## src/rtl/vecmul_pkg.sv

```systemverilog
// Shared widths, saturation constant and narrowed-word layout for the vector multiplier datapath.
// Latency: none (declarations only).
// Backpressure: not applicable.
package vecmul_pkg;

    localparam int VEC_IN_W  = 18;
    localparam int VEC_ACC_W = 32;

    localparam logic [VEC_IN_W-1:0] SAT_MAX18 = 18'h3FFFF;

    // One buffered output word: saturation flag above the narrowed data.
    typedef struct packed {
        logic                sat;
        logic [VEC_IN_W-1:0] data;
    } narrow_word_t;

endpackage

```

## src/rtl/narrow_fifo2.sv

```systemverilog
// Generic 2-entry synchronous FIFO with occupancy count and registered head output.
// Latency: a push into an empty FIFO is visible on head_dat the next cycle.
// Backpressure: push ignored when full, pop ignored when empty; caller derives ready/valid from count.
module narrow_fifo2 #(
    parameter int W = 19
) (
    input  logic         clk,
    input  logic         rst,
    input  logic         i_push,
    input  logic [W-1:0] i_push_dat,
    input  logic         i_pop,
    output logic [W-1:0] o_head_dat,
    output logic [1:0]   o_count
);

    logic [W-1:0] r_mem0;   // head entry
    logic [W-1:0] r_mem1;   // entry behind the head
    logic [1:0]   r_count;
    logic         w_push;
    logic         w_pop;

    assign w_push = i_push && (r_count != 2'd2);
    assign w_pop  = i_pop  && (r_count != 2'd0);

    // Storage shifts toward the head so the head register only changes on a pop or a push into empty.
    always_ff @(posedge clk) begin
        if (rst) begin
            r_mem0  <= '0;
            r_mem1  <= '0;
            r_count <= 2'd0;
        end else begin
            if (w_pop && (r_count == 2'd2)) begin
                r_mem0 <= r_mem1;
            end else if (w_pop && w_push) begin
                r_mem0 <= i_push_dat;
            end else if (w_push && (r_count == 2'd0)) begin
                r_mem0 <= i_push_dat;
            end else if (w_push && !w_pop && (r_count == 2'd1)) begin
                r_mem1 <= i_push_dat;
            end
            r_count <= r_count + {1'b0, w_push} - {1'b0, w_pop};
        end
    end

    assign o_head_dat = r_mem0;
    assign o_count    = r_count;

endmodule

```

## src/rtl/binary_narrowing.sv

```systemverilog
// Narrows unsigned accumulator words to operand width with saturation flag and saturation statistics.
// Latency: 1 cycle from accept to out_valid when the buffer is empty; 1 word/cycle sustained.
// Backpressure: 2-entry buffer; in_ready drops only when both entries hold unpopped words, never from in_valid/out_ready.
module binary_narrowing
    import vecmul_pkg::*;
#(
    parameter int IN_W  = VEC_ACC_W,
    parameter int OUT_W = VEC_IN_W,
    parameter int CNT_W = 16
) (
    input  logic             clk,
    input  logic             rst,
    input  logic [IN_W-1:0]  in_data,
    input  logic             in_valid,
    output logic             in_ready,
    output logic [OUT_W-1:0] out_data,
    output logic             out_sat,
    output logic             out_valid,
    input  logic             out_ready,
    input  logic             clear_stats,
    output logic [CNT_W-1:0] sat_count,
    output logic             sat_sticky
);

    localparam logic [CNT_W-1:0] CNT_MAX = '1;

    logic             w_accept;
    logic             w_pop;
    logic             w_hi_nz;
    logic [OUT_W:0]   w_push_word;
    logic [OUT_W:0]   w_head_word;
    logic [1:0]       w_count;
    logic [CNT_W-1:0] w_cnt_base;
    logic [CNT_W-1:0] r_sat_count;
    logic             r_sat_sticky;

    // Ready/valid come straight from the registered occupancy.
    assign in_ready  = (w_count != 2'd2);
    assign out_valid = (w_count != 2'd0);
    assign w_accept  = in_valid && in_ready;
    assign w_pop     = out_valid && out_ready;

    // Any set bit above the output width means the word does not fit.
    assign w_hi_nz     = |in_data[IN_W-1:OUT_W];
    assign w_push_word = w_hi_nz ? {1'b1, {OUT_W{1'b1}}} : {1'b0, in_data[OUT_W-1:0]};

    narrow_fifo2 #(
        .W (OUT_W + 1)
    ) u_fifo (
        .clk        (clk),
        .rst        (rst),
        .i_push     (w_accept),
        .i_push_dat (w_push_word),
        .i_pop      (w_pop),
        .o_head_dat (w_head_word),
        .o_count    (w_count)
    );

    assign out_data = w_head_word[OUT_W-1:0];
    assign out_sat  = w_head_word[OUT_W];

    // Clear is applied before the increment so a same-cycle saturated accept leaves the count at 1.
    assign w_cnt_base = clear_stats ? '0 : r_sat_count;

    // Saturation statistics: counter sticks at all-ones, sticky flag holds until cleared.
    always_ff @(posedge clk) begin
        if (rst) begin
            r_sat_count  <= '0;
            r_sat_sticky <= 1'b0;
        end else begin
            if (w_accept && w_hi_nz) begin
                r_sat_count  <= (w_cnt_base == CNT_MAX) ? CNT_MAX : w_cnt_base + 1'b1;
                r_sat_sticky <= 1'b1;
            end else begin
                r_sat_count  <= w_cnt_base;
                r_sat_sticky <= r_sat_sticky && !clear_stats;
            end
        end
    end

    assign sat_count  = r_sat_count;
    assign sat_sticky = r_sat_sticky;

endmodule

```

## config.mk

```make
export PLATFORM = sky130hd
export DESIGN_NAME = binary_narrowing
export DESIGN_NICKNAME = d
export VERILOG_FILES = /design/src/rtl/vecmul_pkg.sv /design/src/rtl/narrow_fifo2.sv /design/src/rtl/binary_narrowing.sv
export SDC_FILE = /design/constraint.sdc
export NUM_CORES = 1
export LEC_CHECK = 0
export CAP_MARGIN = 20
export CORE_AREA = 2 2 74 83
export CTS_BUF_LIST = sky130_fd_sc_hd__clkbuf_16
export DETAILED_ROUTE_END_ITERATION = 6
export DIE_AREA = 0 0 76 85
export PLACE_DENSITY_LB_ADDON = 0.08
export SYNTH_ARGS = -nofsm -noshare
export SYNTH_HDL_FRONTEND = slang
export SYNTH_SLANG_ARGS = --single-unit
```

## constraint.sdc

```tcl
create_clock -name clk -period 3.2 [get_ports clk]
set_clock_uncertainty 0.05 [all_clocks]
set_input_delay 0.32 -clock clk [delete_from_list [all_inputs] [get_ports clk]]
set_output_delay 0.32 -clock clk [all_outputs]
set_load 0.01 [all_outputs]
```

==> impl_results.md <==
* Core Area at 5620 sq um
* Max clock buf depth at 2
* Max Slew Vio Count at 0
* Final net count at 431
* Yosys reg bits at 57
* Fin crit share at 69.9%
* Diodes inserted at 0
* Number of max-cap violations at 0
* Area post-placement at 3480 sq um
* Total number of yosys warnings at 0
* First-pass GRT wire length at 11600 um
* Die area at 6460 sq um
* GRT overflow at 0
* Final Hold Vio Count at 0
* Worst Path Buf+Inv at 1
* Vias in the first global route at 2447
* Slowest cell on crit path: clkdlybuf4s50_1
* Post-synth top area share at 41.8%
* Final Util at 67.5%
* Post-synth cell types at 38
* RSZ-0062 raised after global routing: false
* Fin cells at 473
* Routed vias/inst at 5.59
* Synth Flop Type: dfxtp_1
* Latest clock arrival within the worst-skew pair at 320 ps
* EDFF count, synth at 0
* Final ANT Viol Nets at 0
* Ys async rst share at 0%
* Commonest non-fill, non-tap cell in the layout: clkdlybuf4s50_1
* Worst min path class: reg -> reg
* Chip width at 76 um
* Total power at 2.54 mW
* Worst-path clk slew at 50 ps
* Port bufs at 74
* 1st-iter DRT viols at 130
* Share of cells above drive strength 1 at 7.07%
* Syn Inst Count at 327
* Ranking of synthesized cells by area: dfxtp_1 42%, nor2_1 8.5%, o32ai_1 5.8%
* Vias at 2644
* Initial antenna violation count at 0
* Hold_ws at 436 ps
* Initial DRT Pass Iterations at 4
* Startpoint types: input pin
* Final worst slack at 962 ps
* Worst-path cell chain: clkdlybuf4s50_1 > nor2b_1 > ha_1 > nand3_1 > nor4_4 > nand2_2 > a21oi_1
* I/O pins at 75
* Sequential-to-total area share from yosys stat at 41.8%
* CTS buffer count at 9
* Final Wtd Congestion at 0.879
* CTS tree: yes
* Hold buffers post-CTS at 0
* Min Tclk post-route at 2240 ps
* # clock sinks at 57
* Final setup vio count at 0
* Setup Total Neg Slack at 0 ps
* Worst-path fanout max at 13
* Area growth, synth to finish at 38.8%
* Post-Syn Area at 2730 sq um
* Mapped Avg Cell Area at 8.36 sq um
* Worst-margin pin slew at 793 ps
* Pin count of the biggest net entering global routing at 57
* Initial Util at 48.6%
* Crit path arrival time at 2430 ps
* Crit Path Category: in -> reg
* CTS HTree Levels at 3
* Total track usage at 22.5%
* DRC at 0
* Critical Path RT at 3390 ps
* Delay-heaviest family, CP: simple AND/OR/NAND/NOR gates
* Worst relative slew slack at 47.0%
* Max stage delay on crit path at 600 ps
* Syn_nets at 367
* Cell row count at 29
* Synth area leader: dfxtp_1
* WL/cell at 14.6 um
* Leakage at 1.39 nW
* Setup Buffers After CTS at 0
* Post-Place Setup Slack at 641 ps
* Total Wirelength at 6920 um
* Critical path endpoint category: flip-flop
* Status: complete, no violations
* Root Buffer: clkbuf_16
* Fmax at 447 MHz
* Placed Cells at 457
* Die Span Y at 85 um
* Post-cts resize count at 0
* Finished Cell Area at 3790 sq um
* PD cells at 671 nW/um^2
* Most frequent cells in the layout: 73 x clkdlybuf4s50_1, 62 x nor2_1, 57 x dfxtp_1
* Detail Placement HPWL at 4490 um
* Max IR drop VDD at 0.000468 V
## synth_stat cells (2+ instances only)
master	instances
nor2_1	62
dfxtp_1	57
nor3_1	21
a211oi_1	20
nand2b_1	19
o32ai_1	18
a21oi_1	14
clkbuf_1	13
nand3_1	9
xnor2_1	9
buf_2	8
nor2b_1	8
nand2_1	7
nand4_1	6
nor4_1	6
inv_1	5
o21ai_0	5
and3b_1	3
ha_1	3
mux2i_1	3
o31a_1	3
a311oi_1	2
a31oi_1	2
and2_1	2
and3_1	2
and4_1	2
buf_4	2
buf_6	2
nor4b_1	2
or2_2	2
or3_1	2
xor2_1	2
## cell families (layout without fill, tap and decap cells)
| kind of cell | after synthesis | after routing | share of synthesized area (%) |
|---|---|---|---|
| compound gates | 64 | 64 | 16.8 |
| xor+xnor | 11 | 11 | 3.53 |
| fa+ha+maj | 3 | 3 | 1.37 |
| buf+inv | 31 | 100 | 5.45 |
| flops | 57 | 57 | 41.8 |
| mux | 3 | 3 | 1.10 |
| simple gates | 158 | 158 | 30.0 |
## routing by layer
layer | share of wire (%) | global-route usage, % | up-vias
li1 | - | - | 1307
met1 | 43 | 27.4 | 1254
met2 | 51 | 38.0 | 76
met3 | 5.5 | 5.74 | 7
met4 | 0.95 | 9.59 | 0
met5 | 0 | 0 | -
## sequential cells by signal (all words and copies together) (netlist names)
signal / count
sat_count: 16
sat_sticky: 1
u_fifo.o_count: 2
u_fifo.o_head_dat: 19
u_fifo.r_mem1: 19
## final timing paths
path | startpoint | endpoint | slack, ps | cells past startpoint
worst max-delay path | clear_stats | sat_count[1] | 960 | 7
worst max register to register | sat_count[0] | sat_count[1] | 1220 | 6
worst min-delay path | u_fifo.o_head_dat[2] | u_fifo.o_head_dat[2] | 440 | 2
worst min register to register | u_fifo.o_head_dat[2] | u_fifo.o_head_dat[2] | 440 | 2
## worst reg2reg max path: cells and delay by family (launching register included)
| family | cells | cell delay [ps] |
|---|---|---|
| simple gates | 4 | 1020 |
| fa+ha+maj | 1 | 240 |
| flops | 1 | 380 |
| compound gates | 1 | 200 |
## cell type report
class / instances / area, sq um
fill: 465 / 1830
inverter: 5 / 18.8
timing repair buffer: 79 / 773
tap: 77 / 96.3
clock inverter: 7 / 86.3
multi-input combinational: 239 / 1450
clock buffer: 9 / 225
sequential: 57 / 1140
## report_power, final
group / total [mW] / internal (mW) / switching [mW]
clock network: 0.993 / 0.673 / 0.320
logic: 0.633 / 0.341 / 0.292
registers: 0.919 / 0.838 / 0.0800
Power figures use the tool's default switching activity.
